==> config.mk <==
export PLATFORM = sky130hd
export DESIGN_NAME = sum_sched
export DESIGN_NICKNAME = d
export VERILOG_FILES = /design/src/rtl/sum_sched_pkg.sv /design/src/rtl/sum_sched_sum3_stage.sv /design/src/rtl/sum_sched.sv
export SDC_FILE = /design/constraint.sdc
export NUM_CORES = 1
export LEC_CHECK = 0
export BUFFER_PORTS_ARGS = -buffer_cell sky130_fd_sc_hd__buf_2
export CAP_MARGIN = 10
export CORE_MARGIN = 3
export CORE_UTILIZATION = 50
export CTS_BUF_LIST = sky130_fd_sc_hd__clkbuf_4
export DETAILED_ROUTE_END_ITERATION = 12
export MAX_ROUTING_LAYER = met4
export PLACE_DENSITY = 0.77
export SLEW_MARGIN = 10
export SYNTH_ARGS = -nofsm -noshare
export SYNTH_HDL_FRONTEND = slang
export SYNTH_SLANG_ARGS = --single-unit
==> constraint.sdc <==
create_clock -name clk -period 3.84 [get_ports clk]
set_clock_uncertainty 0.15 [all_clocks]
set_input_delay 0.192 -clock clk [delete_from_list [all_inputs] [get_ports clk]]
set_output_delay 0.192 -clock clk [all_outputs]
set_load 0.02 [all_outputs]
==> src/rtl/sum_sched_pkg.sv <==
// Shared constants and FSM state type for the round-robin three-operand summing scheduler.
package sum_sched_pkg;

    localparam int W_DEF    = 16;
    localparam int NREQ_DEF = 3;
    localparam int ID_W     = 2;

    typedef enum logic [1:0] {
        IDLE = 2'd0,
        CALC = 2'd1,
        SUM  = 2'd2,
        RESP = 2'd3
    } state_t;

endpackage

==> src/rtl/sum_sched_sum3_stage.sv <==
// Registered three-operand unsigned adder; W+2 result bits so no carry is lost.
module sum3_stage #(
    parameter int W = 16
) (
    input  logic         clk,
    input  logic         rst,
    input  logic [W-1:0] a,
    input  logic [W-1:0] b,
    input  logic [W-1:0] c,
    output logic [W+1:0] s
);

    // One-cycle adder pipeline register, cleared by reset.
    always_ff @(posedge clk) begin
        if (rst) begin
            s <= '0;
        end else begin
            s <= {2'b00, a} + {2'b00, b} + {2'b00, c};
        end
    end

endmodule

==> src/rtl/sum_sched.sv <==
// Round-robin arbiter plus sequencing FSM: grants one requester, sums its three
// operands through a registered adder and presents the result with a ready/valid handshake.
//
// state | meaning
// IDLE  | waiting for any req_valid; grant and capture happen here
// CALC  | captured operands feed the adder stage
// SUM   | adder result loaded into the response registers
// RESP  | rsp_valid high, held until rsp_ready
module sum_sched
    import sum_sched_pkg::*;
#(
    parameter int W    = W_DEF,
    parameter int NREQ = NREQ_DEF
) (
    input  logic              clk,
    input  logic              rst,
    input  logic [NREQ-1:0]   req_valid,
    output logic [NREQ-1:0]   req_ready,
    input  logic [NREQ*W-1:0] req_d,
    input  logic [NREQ*W-1:0] req_f,
    input  logic [NREQ*W-1:0] req_g,
    output logic              rsp_valid,
    input  logic              rsp_ready,
    output logic [ID_W-1:0]   rsp_id,
    output logic [W-1:0]      rsp_sum,
    output logic              rsp_ovf,
    output logic              busy
);

    state_t          r_state;
    state_t          w_state_nxt;
    logic [ID_W-1:0] r_rr_ptr;
    logic [ID_W-1:0] r_gid;
    logic [ID_W-1:0] r_rsp_id;
    logic [W-1:0]    r_op_d;
    logic [W-1:0]    r_op_f;
    logic [W-1:0]    r_op_g;
    logic [W-1:0]    r_rsp_sum;
    logic            r_rsp_ovf;
    logic [W+1:0]    w_add_s;
    logic [ID_W:0]   w_pick;
    logic [ID_W-1:0] w_grant;
    logic [ID_W-1:0] w_rr_nxt;
    logic            w_found;
    logic            w_accept;

    // Lowest offset from ptr wins, so scan offsets high-to-low and let later hits overwrite.
    function automatic logic [ID_W:0] rr_pick(input logic [NREQ-1:0] valid,
                                              input logic [ID_W-1:0] ptr);
        logic [ID_W:0]   res;
        logic [ID_W-1:0] idx_l;
        int              idx;
        res = '0;
        for (int k = NREQ - 1; k >= 0; k--) begin
            idx = int'(ptr) + k;
            if (idx >= NREQ) idx = idx - NREQ;
            idx_l = idx[ID_W-1:0];
            if (valid[idx_l]) res = {1'b1, idx_l};
        end
        return res;
    endfunction

    assign w_pick   = rr_pick(req_valid, r_rr_ptr);
    assign w_found  = w_pick[ID_W];
    assign w_grant  = w_pick[ID_W-1:0];
    assign w_rr_nxt = (w_grant == ID_W'(NREQ - 1)) ? '0 : w_grant + 1'b1;

    sum3_stage #(.W(W)) u_sum3 (
        .clk (clk),
        .rst (rst),
        .a   (r_op_d),
        .b   (r_op_f),
        .c   (r_op_g),
        .s   (w_add_s)
    );

    // Next-state and grant decode; accepts only from IDLE.
    always_comb begin
        w_state_nxt = r_state;
        w_accept    = 1'b0;
        case (r_state)
            IDLE: begin
                if (w_found) begin
                    w_accept    = 1'b1;
                    w_state_nxt = CALC;
                end
            end
            CALC:    w_state_nxt = SUM;
            SUM:     w_state_nxt = RESP;
            RESP:    if (rsp_ready) w_state_nxt = IDLE;
            default: w_state_nxt = IDLE;
        endcase
    end

    // State register.
    always_ff @(posedge clk) begin
        if (rst) begin
            r_state <= IDLE;
        end else begin
            r_state <= w_state_nxt;
        end
    end

    // Operand capture at grant, pointer advance, and response load in SUM.
    always_ff @(posedge clk) begin
        if (rst) begin
            r_rr_ptr  <= '0;
            r_gid     <= '0;
            r_op_d    <= '0;
            r_op_f    <= '0;
            r_op_g    <= '0;
            r_rsp_id  <= '0;
            r_rsp_sum <= '0;
            r_rsp_ovf <= 1'b0;
        end else begin
            if (w_accept) begin
                r_op_d   <= req_d[int'(w_grant)*W +: W];
                r_op_f   <= req_f[int'(w_grant)*W +: W];
                r_op_g   <= req_g[int'(w_grant)*W +: W];
                r_gid    <= w_grant;
                r_rr_ptr <= w_rr_nxt;
            end
            if (r_state == SUM) begin
                r_rsp_sum <= w_add_s[W-1:0];
                r_rsp_ovf <= |w_add_s[W+1:W];
                r_rsp_id  <= r_gid;
            end
        end
    end

    // Reset masks the accept so no ready escapes during a reset cycle.
    assign req_ready = (w_accept && !rst) ? (NREQ'(1) << w_grant) : '0;
    assign rsp_valid = (r_state == RESP);
    assign rsp_id    = r_rsp_id;
    assign rsp_sum   = r_rsp_sum;
    assign rsp_ovf   = r_rsp_ovf;
    assign busy      = (r_state != IDLE);

endmodule

==> results of run 1 <==
[layer usage]
| metal | global-route usage [%] | routed length [um] | vias to the layer above |
|---|---|---|---|
| met5 | - | 0 | - |
| met4 | 12.08 | 537 | 0 |
| met3 | 4.079 | 801 | 47 |
| met2 | 51.69 | 8504 | 232 |
| met1 | 34.59 | 6875 | 2685 |
| li1 | - | - | 2755 |
[area by class of cell]
type	count	area, um^2
multi-input cells	452	3094
fillers	740	2481
repair buffers	300	2118
flip-flops and latches	91	1822
well taps	133	166.4
inverters	23	86.33
clock inverters	7	73.82
clock buffers	9	67.56
[synthesized netlist by cell type (2+ instances only)]
cell type	number	area (um^2)
a211oi_1	22	165.2
a21o_1	10	75.07
a21oi_1	103	515.5
a21oi_2	2	17.52
a221oi_2	2	30.03
a22oi_1	49	367.9
a31o_2	2	17.52
a31oi_1	3	18.77
and3_1	5	31.28
buf_1	2	7.510
buf_2	11	55.05
buf_4	4	30.03
clkbuf_1	23	86.33
dfxtp_1	91	1822
fa_1	2	40.04
ha_1	39	488.0
inv_1	23	86.33
maj3_2	2	22.52
mux2i_1	19	190.2
nand2_1	14	52.55
nand2b_1	3	18.77
nand3_1	9	45.04
nor2_1	62	232.7
nor2b_1	4	25.02
nor3_1	5	25.02
o211ai_1	2	15.01
o21a_1	2	15.01
o21ai_0	38	190.2
o21bai_1	4	30.03
o22ai_1	3	18.77
or3_1	2	12.51
xnor2_1	18	157.7
xor2_1	10	87.58
[path summary, 6_finish.rpt]
check | to | slack, ns | cells past startpoint
min | r_op_f[1] | 0.05 | 3
max reg2reg | u_sum3.s[17] | 0.17 | 17
max | u_sum3.s[17] | 0.17 | 17
min reg2reg | r_gid[0] | 0.32 | 2
[power by group]
group	internal, W	leakage, nW	switching [W]
clock	0.000202	0.0767	0.000345
sequential	0.00125	0.751	0.000169
combinational	0.00175	2.56	0.00211
[cells in the final DEF, fill, tap and decap left out, types with 3 or more instances in the layout]
cell type / n
nand2_1: 13
a211oi_1: 21
inv_1: 23
ha_1: 39
a21o_1: 10
buf_2: 173
a21oi_1: 103
o21bai_1: 4
o21ai_0: 38
nand3_1: 9
and3_1: 5
xnor2_1: 18
dfxtp_1: 91
nor2_1: 62
nor2b_1: 4
clkbuf_4: 9
nor3_1: 5
o22ai_1: 3
mux2i_1: 19
a31oi_1: 3
a22oi_1: 48
dlygate4sd3_1: 118
xor2_1: 10
nand2b_1: 3
buf_4: 8
[cell families after synthesis]
logic type	count (synthesis)	synth area share, %
mux	19	3.687
simple gates	108	9.194
compound gates	254	31.22
flops	91	35.32
fa+ha+maj	43	10.67
xor+xnor	28	4.755
buf+inv	63	5.143
[per-stage QoR]
stage	setup TNS, ns	util [%]
floorplan	0	-
global placement	0	61.14
CTS	0	74.48
global route	-0.08398	74.96
finish	0	74.96
detailed placement	0	61.14
[sequential cells by signal, summed over array words and instances, names as in the netlist]
name and count:
r_op_g 16, u_sum3.s 18, r_gid 2, r_op_f 16, rsp_sum 16, r_state 2, rsp_id 2, r_op_d 16
r_rr_ptr 2, rsp_ovf 1
[what timing repair did]
action / 4_1_cts / 5_1_grt
setup buffers: 0 / 3
hold buffers: 118 / 0
resized for setup: 0 / 5
setup endpoints to repair: 0 / 8
hold endpoints to repair: 48 / 0
[tightest hold or removal path, stage by stage]
cell and delay, ns:
buf_2 0.10, a22oi_1 0.21, a221oi_2 0.09
==> summary.md, run 1 <==
| Metric | Value |
|---|---|
| Skew-Pair Late Insertion Delay | `roughly 0.44 ns` |
| Area Overhead vs Synth | `44.03%` |
| Post-route clock period utilization | `a little over nine tenths` |
| Post-Place Cell Area | `roughly 6100 um^2` |
| Seq cells post-synth | `91` |
| Worst r2r src | `r_op_f[0]` |
| CTS HTree Levels | `3` |
| Delay-heaviest family, CP | `compound AO/OA/AOI/OAI gates` |
| VDD IR max | `0.5016 mV` |
| Slew of the pin with the lowest slew margin | `roughly 1.1 ns` |
| Syn Area/Cell | `roughly 8.5 um^2` |
| YS warnings | `0` |
| Nets | `1068` |
| Critical Path Sink Type | `flip-flop` |
| FMAX | `272.6 MHz` |
| Hold Path Class | `primary input to flip-flop` |
| Io pins | `174` |
| Clock Tree Buf Depth | `2` |
| Initial antenna violation count | `0` |
| Slew margin rel. | `about a quarter` |
| Final ANT Viol Nets | `0` |
| CP arrival | `~3.8 ns` |
| Largest net degree at the start of global routing | `62` |
| Distinct cells, synth | `just under 50` |
| Hold Violations, Final | `0` |
| Power Density | `784.0 nW/um^2` |
| Hold path start | `req_f[33]` |
| Via density | `about 5.6` |
| GRT Total Usage | `slightly below 30%` |
| Overflow after GRT | `0` |
| Max stage delay on crit path | `0.40 ns` |
| Critical path class | `flip-flop to flip-flop` |
| Cell area after synthesis | `5157 um^2` |
| Root buf cell | `clkbuf_4` |
| Drt wl/cell | `roughly 16 um` |
| Final setup vio count | `0` |
| Post-synthesis instance total | `between 600 and 700` |
| Final WL | `16720 um` |
| Ratio of cells with drive above 1 in the final layout | `between 20% and 30%` |
| Pre-CTS WS | `approximately 0.12 ns` |
| Row cnt | `36` |
| CP startpoint | `r_op_f[0]` |
| Die area | `approximately 12000 um^2` |
| Initial core utilization | `between 50% and 60%` |
| Max Cap Viol | `0` |
| Post-Place Cells | `between 800 and 900` |
| Cell area after layout | `around 7400 um^2` |
| Total CTS buffers | `9` |
| CP Data Required Time | `approximately 4.0 ns` |
| Fin crit period | `about 3.7 ns` |
| EDFF count, synth | `0` |
| CP Cell Sequence | `ha_1 > inv_1 > fa_1 > nand2b_1 > a22oi_2 > a31oi_1 > o21bai_1 > a21oi_1 > xnor2_1 > ha_1 > a21oi_1 > nor2b_1 > o21ai_0 > o211ai_1 > a31o_2 > a211oi_2 > nor3_1` |
| Layout Cells excl Fill | `about 1000` |
| Outcome | `completed` |
| Power Total | `0.005824 W` |
| Final setup margin | `about 0.17 ns` |
| WP buf/inv | `1` |
| DR DRC count | `0` |
| RSZ-0062 raised after global routing | `true` |
| DIE WIDTH | `~110 um` |
| Overall die height | `~110 um` |
| Via count | `5719` |
| Detailed router's first-iteration violation count | `roughly 400` |
| GPL Wtd Cong | `0.8648` |
| TritonCTS clock tree | `done` |
| Syn_nets | `797` |
| Hold slack final | `between 0.05 and 0.06 ns` |
| Slowest-stage cell, CP | `fa_1` |
| First-pass GRT wire length | `26960 um` |
| Router iterations before antenna repair | `6` |
| Slew Viols, Final | `0` |
| Clock-pin slew on the worst setup and hold paths | `0.14 ns` |
| Startpoint types | `flip-flop` |
| CTS sink cnt | `between 90 and 100` |
| Main flop type after synthesis | `dfxtp_1` |
| Post-synthesis sequential area ratio | `a little over a third` |
| N_diodes | `0` |
| Floorplan Core Area | `between 9000 and 10000 um^2` |
| Fraction of registers with async set/reset | `0%` |
| Crit-path max FO | `6` |
| IO Port Bufs | `173` |
| P_leak | `between 3 and 4 nW` |
| Number of global-route vias before repair | `roughly 6000` |
| DP HPWL | `approximately 10000 um` |
Note: power is estimated with default switching activity, not from simulation.
==> inputs of run 2 (changes only) <==
--- a/config.mk
+++ b/config.mk
@@ -13,6 +13,7 @@
 export DETAILED_ROUTE_END_ITERATION = 12
 export MAX_ROUTING_LAYER = met4
 export PLACE_DENSITY = 0.77
+export SETUP_SLACK_MARGIN = 0.5
 export SLEW_MARGIN = 10
 export SYNTH_ARGS = -nofsm -noshare
 export SYNTH_HDL_FRONTEND = slang
==> summary.md, run 2 (synthesized netlist as in run 1, its figures left out) <==
| Metric | Value |
|---|---|
| Outcome | `finished, violations left (was completed)` |
| Nets | `1093 (was 1068)` |
| DR DRC count | `0 (unchanged)` |
| CP Depth | `15 (was 17)` |
| Detailed router's first-iteration violation count | `410 (was 402)` |
| Via count | `5987 (was 5719)` |
| Die area | `11570 um^2 (unchanged)` |
| GPL Wtd Cong | `0.9014 (was 0.8648)` |
| Clock-pin slew on the worst setup and hold paths | `0.15 ns (was 0.14 ns)` |
| Router iterations before antenna repair | `6 (unchanged)` |
| Post-route clock period utilization | `89.38% (was 95.54%)` |
| Commonest non-fill, non-tap cells in the layout | `buf_2 (173), dlygate4sd3_1 (124), a21oi_1 (96) (was buf_2 (173), dlygate4sd3_1 (118), a21oi_1 (103))` |
| Worst reg2reg path endpoint | `u_sum3.s[15] (was u_sum3.s[17])` |
| VDD IR max | `0.4134 mV (was 0.5016 mV)` |
| CP Data Required Time | `4.03 ns (was 4.00 ns)` |
| Most common cell on crit path | `a21o_1` |
| Clock Tree Buf Depth | `2 (unchanged)` |
| Drt wl/cell | `17.58 um (was 16.47 um)` |
| Worst r2r src | `r_op_d[5] (was r_op_f[0])` |
| Crit-path max FO | `5 (was 6)` |
| RSZ-0062 raised after global routing | `true (unchanged)` |
| P_leak | `3.479 nW (was 3.384 nW)` |
| TritonCTS clock tree | `done (unchanged)` |
| Max reg flops | `18 (unchanged)` |
| Worst reg2reg path depth | `15 (was 17)` |
| First-pass GRT wire length | `28080 um (was 26960 um)` |
| IO Port Bufs | `173 (unchanged)` |
| Overflow after GRT | `0 (unchanged)` |
| Io pins | `174 (unchanged)` |
| Total CTS buffers | `9 (unchanged)` |
| WHS Path Cells | `3 (unchanged)` |
| Biggest register | `u_sum3.s (unchanged)` |
| Hold path start | `req_f[17] (was req_f[33])` |
| Slew margin rel. | `25.81% (was 26.12%)` |
| CTS sink cnt | `91 (unchanged)` |
| WP buf/inv | `0 (was 1)` |
| Hold Crit Endpoint | `r_op_f[1] (unchanged)` |
| DIE WIDTH | `107.6 um (unchanged)` |
| Max stage delay on crit path | `0.38 ns (was 0.40 ns)` |
| Via density | `5.762 (was 5.634)` |
| Final WL | `18270 um (was 16720 um)` |
| Hold Violations, Final | `2 (was 0)` |
| Critical path class | `flip-flop to flip-flop (unchanged)` |
| CTS HTree Levels | `3 (unchanged)` |
| Floorplan Core Area | `9910 um^2 (unchanged)` |
| Power Density | `788.2 nW/um^2 (was 784.0 nW/um^2)` |
| Overall die height | `107.6 um (unchanged)` |
| Multi-input combinational cell area | `3266 um^2 (was 3094 um^2)` |
| CP arrival | `3.62 ns (was 3.83 ns)` |
| Initial core utilization | `52.05% (unchanged)` |
| Number of global-route vias before repair | `6094 (was 5845)` |
| Register area | `1828 um^2 (was 1822 um^2)` |
| Area Overhead vs Synth | `51.24% (was 44.03%)` |
| Initial antenna violation count | `0 (unchanged)` |
| Failing checks | `hold timing` |
| FMAX | `291.4 MHz (was 272.6 MHz)` |
| Startpoint types | `flip-flop (unchanged)` |
| Commonest non-fill, non-tap cell in the layout | `buf_2 (unchanged)` |
| Hold Path Class | `primary input to flip-flop (unchanged)` |
| Ratio of cells with drive above 1 in the final layout | `29.36% (was 24.49%)` |
| Fin Setup TNS | `0 ns (unchanged)` |
| Row cnt | `36 (unchanged)` |
| Slew Viols, Final | `0 (unchanged)` |
| R2R setup slack | `0.41 ns (was 0.17 ns)` |
| GRT Total Usage | `31.01% (was 29.74%)` |
| Root buf cell | `clkbuf_4 (unchanged)` |
| Fin crit period | `3.432 ns (was 3.669 ns)` |
| Final setup vio count | `0 (unchanged)` |
| Largest net degree at the start of global routing | `63 (was 62)` |
| CP Cell Sequence | `ha_2 > a21oi_2 > o211ai_1 > a21o_1 > a31o_2 > a21oi_2 > xnor2_1 > ha_1 > a21o_1 > nor3_2 > nor2_2 > a21o_1 > o21ai_2 > xnor2_1 > nor2_1 (was ha_1 > inv_1 > fa_1 > nand2b_1 > a22oi_2 > a31oi_1 > o21bai_1 > a21oi_1 > xnor2_1 > ha_1 > a21oi_1 > nor2b_1 > o21ai_0 > o211ai_1 > a31o_2 > a211oi_2 > nor3_1)` |
| Final ANT Viol Nets | `0 (unchanged)` |
| Hold slack final | `-0.01722 ns (was 0.05067 ns)` |
| # fillers | `648 (was 740)` |
| Delay-heaviest family, CP | `compound AO/OA/AOI/OAI gates (unchanged)` |
| Skew-Pair Late Insertion Delay | `0.47 ns (was 0.44 ns)` |
| N_diodes | `0 (unchanged)` |
| Critical Path Sink Type | `flip-flop (unchanged)` |
| Max Cap Viol | `0 (unchanged)` |
| Slowest-stage cell, CP | `dfxtp_1 (was fa_1)` |
| DP HPWL | `10480 um (was 10240 um)` |
| Slew of the pin with the lowest slew margin | `1.113 ns (was 1.108 ns)` |
run 2: how the worst max path moves through the flow:
stage | from | endpoint | slack [ns]
final | r_op_d[5] | u_sum3.s[15] | 0.41
after global routing | r_op_d[5] | u_sum3.s[15] | 0.31
after detailed placement | r_op_d[0] | u_sum3.s[17] | 0.24
after CTS | r_op_f[0] | u_sum3.s[14] | 0.49
after global placement | r_op_d[0] | u_sum3.s[17] | 0.31
after floorplan | r_op_d[0] | u_sum3.s[17] | 0.51
run 2: metal layers:
| metal | up-vias | wire (um) | part of all wire [%] | global-route usage [%] |
|---|---|---|---|---|
| met3 | 94 | 1089 | 6.0 | 5.279 |
| met1 | 2790 | 7121 | 39 | 32.55 |
| met5 | - | 0 | 0 | - |
| li1 | 2807 | - | - | - |
| met2 | 296 | 9212 | 50 | 55.20 |
| met4 | 0 | 841 | 4.6 | 16.86 |
run 2: stage by stage:
step	cells	utilization, %	power, W	setup WS (ns)	area (um^2)
after floorplan	606	-	0.003906	0.5077	5162
after global placement	881	61.41	0.004580	0.3070	6086
after detailed placement	881	61.41	0.004655	0.2383	6086
after CTS	1033	77.50	0.005767	0.4890	7680
after global routing	1039	78.71	0.006569	0.3070	7800
final	1039	78.71	0.006148	0.4079	7800
run 2: layout make-up:
type,count,share of cell area [%]
Timing Repair Buffer,324,29.76
Tap cell,133,2.133
Clock buffer,9,0.8662
Multi-Input combinational cell,453,41.87
Inverter,23,1.107
Sequential cell,91,23.44
Clock inverter,6,0.8341
run 2: tightest hold or removal path: stages:
cell	delay [ns]
buf_2	0.08
a22oi_1	0.09
a221oi_2	0.21
run 2: repair_timing:
item                                    CTS  global route
hold buffers                            123             1
gates resized for setup                  27            19
gates cloned                              0             1
pin swaps                                25            31
buffers inserted                         14             4
endpoints found under the setup margin    7            27
endpoints found under the hold margin    48             1
run 2: where the power goes:
part / switching [W] / internal, W / leakage (nW) / total, W
Combinational: 0.00230 / 0.00185 / 2.65 / 0.00415
Sequential: 0.000191 / 0.00126 / 0.752 / 0.00145
Clock: 0.000349 / 0.000198 / 0.0726 / 0.000547
